File: src/rtl/bin_to_bcd_iter_pkg.sv
// Shared constants for the iterative binary-to-BCD converter.
// Holds the FSM state encodings and the BCD digit width.
package bin_to_bcd_iter_pkg;

    localparam int unsigned STATE_W = 2;
    localparam int unsigned DIGIT_W = 4;

    typedef enum logic [STATE_W-1:0] {
        ST_IDLE = 2'd0,
        ST_CONV = 2'd1,
        ST_DONE = 2'd2
    } state_t;

endpackage

File: src/rtl/bin_to_bcd_iter_add3.sv
// Double-dabble correction for a single BCD digit.
// Adds 3 when the digit is 5 or more, so that the following shift carries correctly.
module bcd_add3_digit
    import bin_to_bcd_iter_pkg::*;
(
    input  logic [DIGIT_W-1:0] digit,
    output logic [DIGIT_W-1:0] digit_adj_c
);

    assign digit_adj_c = (digit >= DIGIT_W'(5)) ? digit + DIGIT_W'(3) : digit;

endmodule

File: src/rtl/bin_to_bcd_iter.sv
// Iterative (shift-add-3) binary-to-BCD converter with valid/ready handshakes.
// It converts one bit per cycle, so the latency is fixed for a given N_BITS.
module bin_to_bcd_iter
    import bin_to_bcd_iter_pkg::*;
#(
    parameter int unsigned N_BITS   = 8,
    parameter int unsigned N_DIGITS = 3
) (
    input  logic                  clk,
    input  logic                  reset,
    input  logic                  in_val,
    output logic                  in_rdy,
    input  logic [N_BITS-1:0]     in_bin,
    output logic                  out_val,
    input  logic                  out_rdy,
    output logic [4*N_DIGITS-1:0] out_bcd
);

    localparam int unsigned BCD_W   = DIGIT_W * N_DIGITS;
    localparam int unsigned CNT_W   = $clog2(N_BITS + 1);
    localparam int unsigned SHIFT_W = BCD_W + N_BITS;

    state_t               state;
    logic [N_BITS-1:0]    bin;
    logic [CNT_W-1:0]     cnt;
    logic [BCD_W-1:0]     bcd_adj_c;
    logic [SHIFT_W-1:0]   shift_c;

    // Per-digit add-3 correction applied to the live BCD register
    for (genvar g = 0; g < N_DIGITS; g++) begin : g_digit
        bcd_add3_digit u_add3 (
            .digit       (out_bcd[DIGIT_W*g +: DIGIT_W]),
            .digit_adj_c (bcd_adj_c[DIGIT_W*g +: DIGIT_W])
        );
    end

    // The binary MSB moves into bit 0 of the ones digit
    assign shift_c = {bcd_adj_c, bin} << 1;

    always_ff @(posedge clk) begin
        if (reset) begin
            state   <= ST_IDLE;
            out_bcd <= '0;
            bin     <= '0;
            cnt     <= '0;
            in_rdy  <= 1'b1;
            out_val <= 1'b0;
        end else begin
            case (state)
                ST_IDLE: begin
                    if (in_val) begin
                        bin     <= in_bin;
                        out_bcd <= '0;
                        cnt     <= CNT_W'(N_BITS);
                        state   <= ST_CONV;
                        in_rdy  <= 1'b0;
                    end
                end
                ST_CONV: begin
                    out_bcd <= shift_c[SHIFT_W-1:N_BITS];
                    bin     <= shift_c[N_BITS-1:0];
                    cnt     <= cnt - CNT_W'(1);
                    if (cnt == CNT_W'(1)) begin
                        state   <= ST_DONE;
                        out_val <= 1'b1;
                    end
                end
                ST_DONE: begin
                    if (out_rdy) begin
                        state   <= ST_IDLE;
                        out_val <= 1'b0;
                        in_rdy  <= 1'b1;
                    end
                end
                default: begin
                    state   <= ST_IDLE;
                    in_rdy  <= 1'b1;
                    out_val <= 1'b0;
                end
            endcase
        end
    end

endmodule
File: config.mk
export PLATFORM = sky130hd
export DESIGN_NAME = bin_to_bcd_iter
export DESIGN_NICKNAME = d
export VERILOG_FILES = /design/src/rtl/bin_to_bcd_iter_pkg.sv /design/src/rtl/bin_to_bcd_iter_add3.sv /design/src/rtl/bin_to_bcd_iter.sv
export SDC_FILE = /design/constraint.sdc
export NUM_CORES = 1
export LEC_CHECK = 0
export ABC_AREA = 1
export BUFFER_PORTS_ARGS = -buffer_cell sky130_fd_sc_hd__buf_2
export CORE_MARGIN = 2
export CORE_UTILIZATION = 35
export DETAILED_ROUTE_END_ITERATION = 12
export PLACE_DENSITY_LB_ADDON = 0.2
export SYNTH_ARGS = -nofsm -noshare
export SYNTH_HDL_FRONTEND = slang
export SYNTH_SLANG_ARGS = --single-unit
File: constraint.sdc
create_clock -name clk -period 2 [get_ports clk]
set_clock_uncertainty 0.05 [all_clocks]
set_input_delay 0.1 -clock clk [delete_from_list [all_inputs] [get_ports clk]]
set_output_delay 0.1 -clock clk [all_outputs]
set_load 0.005 [all_outputs]
### Yosys cells after proc, flatten, opt, wreduce, memory -nomap -nowiden

Index checks and enable logic that the tools add are counted.

* add/subtract/negate cells: 4
* $lt $le $gt $ge: 3
* equality and inequality tests: 6
* muxes and demuxes: 19
* bitwise operators: 2
* reductions and logical operators: 6

Operators by type and width (count)
* one-hot mux 12 bit (2 select lines): 1
* one-hot mux 8 bit (2 select lines): 1
* >= comparator 4 x 3 -> 1 bit (second input constant): 3
* two-way mux 12 bit: 1
* two-way mux 4 bit: 3
* AND reduction 3 bit: 3
* adder 4 x 2 -> 4 bit (second input constant): 2
* two-way mux 8 bit: 1
* one-hot mux 4 bit (2 select lines): 1
* two-way mux 2 bit: 3
* != test 2 bit (second input constant): 3
* one-hot mux 1 bit (3 select lines): 2
* one-hot mux 2 bit (3 select lines): 1
* equality test 4 x 1 -> 1 bit (second input constant): 1
* two-way mux 1 bit: 4
* subtractor 4 x 1 -> 4 bit (second input constant): 1
* adder 3 x 2 -> 3 bit (second input constant): 1
* two-way mux 3 bit: 1
* equality test 2 x 1 -> 1 bit (second input constant): 1
* equality test 2 bit (second input constant): 1
* logical NOT 2 bit: 1
* inverter 1 bit: 2
* AND reduction 2 bit: 1
* nonzero test 2 bit: 1

* register bits after elaboration: 28
* output and inout bits: 14
* word-level logic and storage cells: 46

### Longest topological paths before layout

Gate-level depths: netlist of run 1.

* depth after elaboration: 3
* depth in mapped cells: 9

### Modules after synthesis

A second synthesis of run 1 with hierarchy kept.

* cells, all modules: 245
* area, all modules: 1747.9 µm²

Modules (own cells, without submodules)
* bin_to_bcd_iter: instances 1, cells an instance 176, area an instance 1342.5 µm², sequential area each 560.5 µm²
* bcd_add3_digit: instances 3, cells an instance 23, area an instance 135.1 µm², sequential area each 0.0 µm²

### Least setup slack after synthesis of run 1

OpenSTA, ideal clock, no wires.

* path kind: register to register
* start point: register out_bcd[0]
* end point: register out_bcd[4]
* data arrival time: 1.148 ns
* data required time: 1.885 ns
* path slack: 0.737 ns
* cell stages (with the launch flop): 10
* buffers on the path: 0
* cells stage by stage: dfxtp_1 -> inv_1 -> ha_1 -> inv_1 -> nand2_1 -> nand3_1 -> nand2_1 -> nor2_1 -> nor2_1 -> nor2_1

* cells in the longest elaborated chain, start to end: 3

Ends and longest elaborated chain
* start: declaration: line bin_to_bcd_iter.sv:16 `output logic [4*N_DIGITS-1:0] out_bcd`
* start signal: assignment: line bin_to_bcd_iter.sv:60 `out_bcd <= shift_c[SHIFT_W-1:N_BITS];`
* adder 4 x 2 -> 4 bit / >= comparator 4 x 3 -> 1 bit (equally long branches): line bin_to_bcd_iter_add3.sv:10 `assign digit_adj_c = (digit >= DIGIT_W'(5)) ? digit + DIGIT_W'(3) : digit;`
* two-way mux 4 bit (*): line bin_to_bcd_iter_add3.sv:10
* one-hot mux 12 bit (2 select lines) (*): line bin_to_bcd_iter.sv:49 `case (state)`

Every way passes the cells marked *; elsewhere a longest branch is shown, timed or not.
A chain may end at the register's enable or synchronous reset.

### Final worst setup path of run 1

* start point: register state[0]
* end point: register cnt[1]

* cells in the longest elaborated chain, start to end: 3

Ends and longest elaborated chain
* start: declaration: line bin_to_bcd_iter.sv:23 `state_t state;`
* start signal: assignment: line bin_to_bcd_iter.sv:42 `state <= ST_IDLE;`
* start signal: assignment: line bin_to_bcd_iter.sv:55 `state <= ST_CONV;`
* start signal: assignment: line bin_to_bcd_iter.sv:64 `state <= ST_DONE;`
* equality test 2 x 1 -> 1 bit / logical NOT 2 bit (equally long branches): line bin_to_bcd_iter.sv:49
* nonzero test 2 bit (no source line) / != test 2 bit (equally long branches)
* AND reduction 2 bit (no source line)
* end signal: assignment: line bin_to_bcd_iter.sv:54 `cnt <= CNT_W'(N_BITS);`
* end signal: assignment: line bin_to_bcd_iter.sv:62 `cnt <= cnt - CNT_W'(1);`
* end: declaration: line bin_to_bcd_iter.sv:25 `logic [CNT_W-1:0] cnt;`

Several ways; a longest one is shown, not always the timed one.

==> results by group, run 1 <==
Setup path
  – CP Capture Type: flip-flop
  – Crit-path max FO: 23
  – R2R depth: 5
  – Worst EP arrival: approximately 1.7 ns
  – Crit Path Class: flip-flop to flip-flop
  – CP Data Required Time: between 2 and 2.5 ns
  – CP startpoint kind: flip-flop

Die
  – DIE HEIGHT: roughly 70 microns
  – Core Box Area: approximately 4000 sq um
  – I/O pins: 26
  – Initial cell density of the core: 36.3%
  – Row Count: 23
  – Die footprint: 4670 sq um
  – Die Wd: between 60 and 70 microns

Detailed routing
  – Avg WL per Cell: between 10 and 15 microns
  – DRC Markers: 0
  – DRT Wirelength: roughly 3200 microns
  – Pre-antenna DRT Iters: 5
  – Antenna viol nets, final: 0
  – DR vias/cell: 4.93
  – Vias post-DR: 1381
  – Initial detailed-routing violation count: 79

Global routing
  – Gr ovfl total: 0
  – First-pass GRT wire length: around 5500 microns
  – All-layer global routing usage: between 15 and 20%
  – Largest net degree at the start of global routing: 24
  – Antenna violations before repair: 0
  – Vias in the first global route: ~1200

Place
  – Placed cell areas: ~1600 sq um
  – Gpl congestion: approximately 0.76
  – PortBufs: 25
  – HPWL after DPL: 2260 microns

Final layout
  – Post-Layout Inst Area: between 1500 and 2000 sq um
  – Register area: roughly 560 sq um
  – Layout cell share with drive strength beyond 1: 15.2%
  – Ant. Diodes: 0
  – Fillers: 424
  – Total Nets Final: ~250
  – Area Growth Syn to Fin: 13.6%
  – Multi-input gate area: roughly 750 sq um

Clock tree
  – CTS tree: yes
  – Sink Count: 28
  – Clock Path Buffers: 2
  – Post-CTS Hold Buffers: 0
  – Clk root buf: clkbuf_8
  – Reg clk slew, reported paths: 0.09 ns
  – Number of CTS-inserted buffers: 3
  – Later-pin clock latency in the skew report: about 0.27 ns
  – Setup Buffers After CTS: 0
  – Post_cts resized: 0
  – H-tree Lvls: 1

STA
  – Setup violations, final: 0
  – Slew Viols, Final: 0
  – Final cycle utilization of the critical path: just under 80%
  – Post-route setup TNS: 0 ns
  – Relative slew slack: roughly 60%
  – Final number of hold-violating endpoints: 0
  – RSZ-0062 raised after global routing: false
  – Worst-margin pin slew: between 0.6 and 0.7 ns
  – Final Critical Period: approximately 1.5 ns
  – Max Fclk: about 650 MHz

Logic synthesis
  – Cells after Synth: between 200 and 250
  – EDFF count, synth: 0
  – Post-synth top area cell: dfxtp_1
  – Seq/Total Area, Yosys: 38.7%
  – Yosys cell types: 22
  – YS warnings: 0
  – Async S/R FF share, synth: 0%
  – Syn Std Cell Area: between 1000 and 1500 sq um
  – Yosys reg bits: 28
  – Area contributors post-synth: dfxtp_1 (39%), nand2_1 (16%), ha_1 (6.9%)
  – Ys flop type: dfxtp_1
  – Mean Syn Cell Area: between 6 and 7 sq um
  – Share of the synthesized area in the top cell type: between 30% and 40%
  – Syn Nets: ~230

Flow run
  – Maxcap violations: 0

Power and ir drop
  – Internal: a little under 800 uW
  – Flop pwr share: 55.4%
  – Pwr dens: between 600 and 700 nW/um^2
  – Sw power: 316 uW
  – Leakage: about 0.00075 uW
  – Combinational power share: approximately 17%
  – Design Power: between 1000 and 1500 uW
  – Clock power frac: around 28%
  – Switch share: 28.5%
  – VDD IR max: 349 uV

Min path
  – Hold depth: 3
  – HP Class: primary input to flip-flop

Status
  – Status: finished clean
==> cells in the mapped netlist, types with 2 or more instances <==
cell,number
nand2_1,62
dfxtp_1,28
inv_1,22
a21oi_1,16
nand3_1,16
nand4_1,14
nor2_1,13
ha_1,8
a31oi_1,6
buf_2,4
inv_2,3
o211ai_1,3
o21ai_1,3
clkbuf_1,2
==> logic make-up after synthesis <==
group / Yosys count / share of synthesized area (%)
adder cells (fa/ha/maj): 8 / 6.90
AND/OR/NAND/NOR: 108 / 32.6
flip-flops: 28 / 38.7
AO/OA/AOI/OAI: 31 / 12.2
buffers and inverters: 33 / 9.66
==> area by class of cell <==
class / instances / area share, %
multi-input cells: 147 / 45.5
flip-flops and latches: 28 / 34.0
repair buffers: 27 / 8.50
inverters: 25 / 5.69
well taps: 50 / 3.80
clock buffers: 3 / 2.51
==> power groups by stage <==
stage / registers (uW) / logic [uW] / clock network, uW
2_1_floorplan: 623 / 143 / 0
3_3_place_gp: 626 / 184 / 0
3_5_place_dp: 626 / 187 / 0
4_1_cts: 614 / 188 / 317
5_1_grt: 619 / 215 / 336
6_report: 614 / 185 / 308
==> path summary, 6_finish.rpt <==
check,start,endpoint,slack [ns]
max,state[0],cnt[1],0.45
min,in_bin[0],bin[0],0.05
max reg2reg,state[0],cnt[1],0.45
min reg2reg,in_rdy,in_rdy,0.41
==> registers in the layout, summed over array words and instances (netlist names) <==
register  count
cnt           4
bin           8
out_bcd      12
state         2
out_val       1
in_rdy        1
==> critical path: stages, from the launching register on <==
cell and delay, ns:
dfxtp_1 0.40, inv_2 0.13, nor2_4 0.44, inv_2 0.12, or2_0 0.23, a21oi_1 0.11
==> per-stage QoR <==
stage	setup slack, ns	utilization [%]	cells	hold WS, ns
floorplan	0.737	-	208	0.210
global placement	0.449	40.2	277	0.345
detailed placement	0.448	40.2	277	0.348
CTS	0.423	41.2	280	0.0450
global route	0.292	41.2	280	0.0646
finish	0.452	41.2	280	0.0492
==> routing by layer <==
layer  global-route usage, %  vias to the layer above  routed length (microns)
met2                    24.4                       30                     1380
met1                    20.9                      616                     1610
li1                        -                      730                        -
met3                    2.47                        5                      123
met4                    5.25                        0                       47
met5                       0                        -                        0
==> placed cells by master, fill, tap and decap left out <==
cell,n
nor2_1,13
or2_0,1
a31oi_1,6
o21ai_0,1
inv_2,3
nand3_1,16
dfxtp_1,28
inv_1,22
buf_2,25
clkbuf_8,3
nor2b_1,1
nand2_1,62
a21oi_1,16
a22oi_1,1
o21ai_2,1
nand4_1,14
ha_1,8
buf_4,2
o21ai_1,3
o211ai_1,3
nor2_4,1
(Power assumes the default switching activity.)
==> run 2: changes to the inputs <==
--- a/config.mk
+++ b/config.mk
@@ -5,7 +5,7 @@
 export SDC_FILE = /design/constraint.sdc
 export NUM_CORES = 1
 export LEC_CHECK = 0
-export ABC_AREA = 1
+export ABC_AREA = 0
 export BUFFER_PORTS_ARGS = -buffer_cell sky130_fd_sc_hd__buf_2
 export CORE_MARGIN = 2
 export CORE_UTILIZATION = 35
==> constraint.sdc (replaced) <==
create_clock -name clk -period 1.3 [get_ports clk]
set_clock_uncertainty 0.05 [all_clocks]
set_input_delay 0.065 -clock clk [delete_from_list [all_inputs] [get_ports clk]]
set_output_delay 0.065 -clock clk [all_outputs]
set_load 0.005 [all_outputs]
==> run 2 against run 1 <==
  * Fmax up 19%
  * Via count down 5.1%
  * Synthesized cell count shrank 21%
  * First-iteration DRC count shrank 6.3%
  * Worst setup slack worse by 0.46 ns
  * Global-route usage is 0.13 points higher
  * Wire length is 2.5% higher
  * Sequential share of layout area shrank 4.0 points
  * Worst hold slack better by 0.080 ns
  * Highest routed layer unchanged
  * The flow now finishes with violations (negative setup slack)
==> results by group, run 2 <==
Power and ir drop
  – VDD IR max: 528 uV (was 349 uV)
  – Leakage: 0.000833 uW (was 0.000754 uW)
  – Pwr dens: 1000 nW/um^2 (was 672 nW/um^2)
  – Design Power: 1920 uW (was 1110 uW)

STA
  – Slew Viols, Final: 0 (unchanged)
  – Relative slew slack: 78.0% (was 59.8%)
  – RSZ-0062 raised after global routing: true (was false)
  – Setup violations, final: 4 (was 0)
  – Final Critical Period: 1.31 ns (was 1.55 ns)
  – Final cycle utilization of the critical path: 100% (was 77.4%)
  – Final worst slack: -0.00562 ns (was 0.452 ns)
  – Worst-margin pin slew: 0.327 ns (was 0.603 ns)
  – Max Fclk: 766 MHz (was 646 MHz)
  – Post-route setup TNS: -0.0140 ns (was 0 ns)
  – Final number of hold-violating endpoints: 0 (unchanged)

Die
  – DIE HEIGHT: 67.0 microns (was 68.4 microns)
  – Row Count: 22 (was 23)
  – I/O pins: 26 (unchanged)
  – Die Wd: 67.0 microns (was 68.4 microns)
  – Core Box Area: 3740 sq um (was 4000 sq um)
  – Initial cell density of the core: 37.1% (was 36.3%)
  – Die footprint: 4480 sq um (was 4670 sq um)

Setup path
  – Crit-path max FO: 3 (was 23)
  – CP Capture Type: flip-flop (unchanged)
  – CP startpoint kind: flip-flop (unchanged)
  – CP Data Required Time: 1.42 ns (was 2.16 ns)
  – Worst EP arrival: 1.43 ns (was 1.71 ns)
  – Crit Path Class: flip-flop to flip-flop (unchanged)

Status
  – Status: finished, violations left (was finished clean)
  – Violated checks: negative setup slack

Logic synthesis
  – Share of the synthesized area in the top cell type: 40.4% (was 38.7%)
  – Most common cell in the synthesized netlist: nor2_1 (was nand2_1)
  – Seq/Total Area, Yosys: 40.4% (was 38.7%)
  – YS warnings: 0 (unchanged)
  – Ys flop type: dfxtp_1 (unchanged)
  – Yosys reg bits: 28 (unchanged)
  – EDFF count, synth: 0 (unchanged)
  – Area contributors post-synth: dfxtp_1 (40%), nor2_1 (8.9%), ha_1 (7.2%) (was dfxtp_1 (39%), nand2_1 (16%), ha_1 (6.9%))
  – Post-synth top area cell: dfxtp_1 (unchanged)
  – Mean Syn Cell Area: 8.46 sq um (was 6.97 sq um)
  – Cells after Synth: 164 (was 208)
  – Top post-synthesis cells by count: nor2_1 (33), dfxtp_1 (28), nor3_1 (14), a21oi_1 (11) (was nand2_1 (62), dfxtp_1 (28), inv_1 (22), a21oi_1 (16), nand3_1 (16))
  – Async S/R FF share, synth: 0% (unchanged)
  – Syn Std Cell Area: 1390 sq um (was 1450 sq um)
  – Yosys cell types: 32 (was 22)
  – Syn Nets: 184 (was 228)

Detailed routing
  – DR vias/cell: 5.08 (was 4.93)
  – DRC Markers: 0 (unchanged)
  – Pre-antenna DRT Iters: 4 (was 5)
  – Antenna viol nets, final: 0 (unchanged)
  – Vias post-DR: 1310 (was 1381)
  – DRT Wirelength: 3240 microns (was 3160 microns)
  – Initial detailed-routing violation count: 74 (was 79)
  – Avg WL per Cell: 12.5 microns (was 11.3 microns)

Final layout
  – Ant. Diodes: 0 (unchanged)
  – Final core occ: 51.1% (was 41.2%)
  – Max FFs per register: 12 (unchanged)
  – Layout cell share with drive strength beyond 1: 42.4% (was 15.2%)
  – Fin cells: 258 (was 280)
  – Top flop regs: out_bcd: 12 flops, bin: 8 flops, cnt: 4 flops (unchanged)
  – Area Growth Syn to Fin: 37.9% (was 13.6%)
  – Most frequent cells in the layout: nor2_1 (32), buf_2 (25), buf_4 (21) (was nand2_1 (62), dfxtp_1 (28), buf_2 (25))
  – Post-Layout Inst Area: 1910 sq um (was 1650 sq um)
  – Most common cell after layout, fill and taps aside: nor2_1 (was nand2_1)
  – Most flop-heavy register: out_bcd (unchanged)
  – Fillers: 367 (was 424)
  – Total Nets Final: 231 (was 252)

Global routing
  – Vias in the first global route: 1271 (was 1229)
  – First-pass GRT wire length: 5390 microns (was 5460 microns)
  – Gr ovfl total: 0 (unchanged)
  – Largest net degree at the start of global routing: 17 (was 24)
  – Antenna violations before repair: 0 (unchanged)
  – All-layer global routing usage: 15.5% (was 15.3%)

Flow run
  – Maxcap violations: 0 (unchanged)

Clock tree
  – Clock Path Buffers: 2 (unchanged)
  – H-tree Lvls: 1 (unchanged)
  – Clk root buf: clkbuf_8 (unchanged)
  – CTS tree: yes (unchanged)
  – Number of CTS-inserted buffers: 3 (unchanged)
  – Later-pin clock latency in the skew report: 0.27 ns (about the same)
  – Reg clk slew, reported paths: 0.10 ns (was 0.09 ns)
  – Sink Count: 28 (unchanged)

Place
  – Placed cell areas: 1690 sq um (was 1610 sq um)
  – Inst Count DP: 248 (was 277)
  – PortBufs: 25 (unchanged)
  – Gpl congestion: 0.713 (was 0.758)
  – HPWL after DPL: 2240 microns (was 2260 microns)

Min path
  – HP Class: primary input to flip-flop (unchanged)
==> run 2: cell count changes after synthesis, sizes merged, moves of 3 or more <==
cell     before  now
o211ai        3    0
xnor2         0    3
nand2        62    2
nand4        14    0
nand3        16    3
mux2i         0    4
nor3          0   14
nand2b        0    5
inv          25    9
a22o          0    8
a2bb2oi       0    6
a31oi         6    0
a21oi        16   11
nor2         14   37
==> run 2: worst paths after layout <==
check,cells past startpoint,slack [ns],startpoint,endpoint
min reg2reg,2,0.43,out_val,out_val
min,4,0.13,in_bin[0],bin[0]
max reg2reg,6,-0.006,out_bcd[1],out_bcd[2]
max,6,-0.006,out_bcd[1],out_bcd[2]
==> run 2: per-stage QoR <==
| stage | hold WS (ns) | worst slack, ns |
|---|---|---|
| 2_1_floorplan | 0.164 | -0.00132 |
| 3_3_place_gp | 0.271 | -0.00276 |
| 3_5_place_dp | 0.286 | -0.0735 |
| 4_1_cts | 0.129 | -0.0264 |
| 5_1_grt | 0.150 | -0.102 |
| 6_report | 0.129 | -0.00562 |
==> run 2: layout make-up <==
type	count	area [sq um]	share of cell area, %
clock inverter	1	30.0	1.57
multi-input combinational	120	857	44.8
inverter	9	36.3	1.90
clock buffer	3	41.3	2.16
tap	48	60.1	3.14
timing repair buffer	49	314	16.4
sequential	28	574	30.0
==> run 2: logic make-up (layout without fill, tap and decap cells) <==
logic type / Yosys count / after routing / synth area share [%]
compound gates: 37 / 37 / 18.1
simple gates: 65 / 65 / 22.0
fa+ha+maj: 8 / 8 / 7.21
flops: 28 / 28 / 40.4
xor+xnor: 5 / 5 / 3.16
buf+inv: 16 / 62 / 5.41
mux: 5 / 5 / 3.70
==> run 2: worst max-delay path: stages (launching register included) <==
cell and delay (ns):
dfxtp_2 0.35, inv_2 0.05, ha_2 0.16, nand2b_4 0.14
a21oi_4 0.17, mux2i_1 0.09, a22o_1 0.19
==> run 2: where the power goes <==
| part | switching (uW) | internal, uW |
|---|---|---|
| Clock | 273 | 412 |
| Sequential | 33.0 | 904 |
| Combinational | 154 | 145 |
==> run 2: what timing repair did <==
action | in CTS | in global routing
hold buffers | 2 | 0
pin swaps | 6 | 11
setup buffers | 2 | 2
gates resized for setup | 15 | 14
endpoints found under the hold margin | 2 | 0
setup endpoints to repair | 9 | 18
==> run 2: per-layer routing <==
metal	vias up	share of wire (%)	global-route usage, %
met5	-	0	0
met4	0	0.90	3.83
met3	4	4.0	2.53
li1	658	-	-
met2	25	51	29.6
met1	623	44	17.5
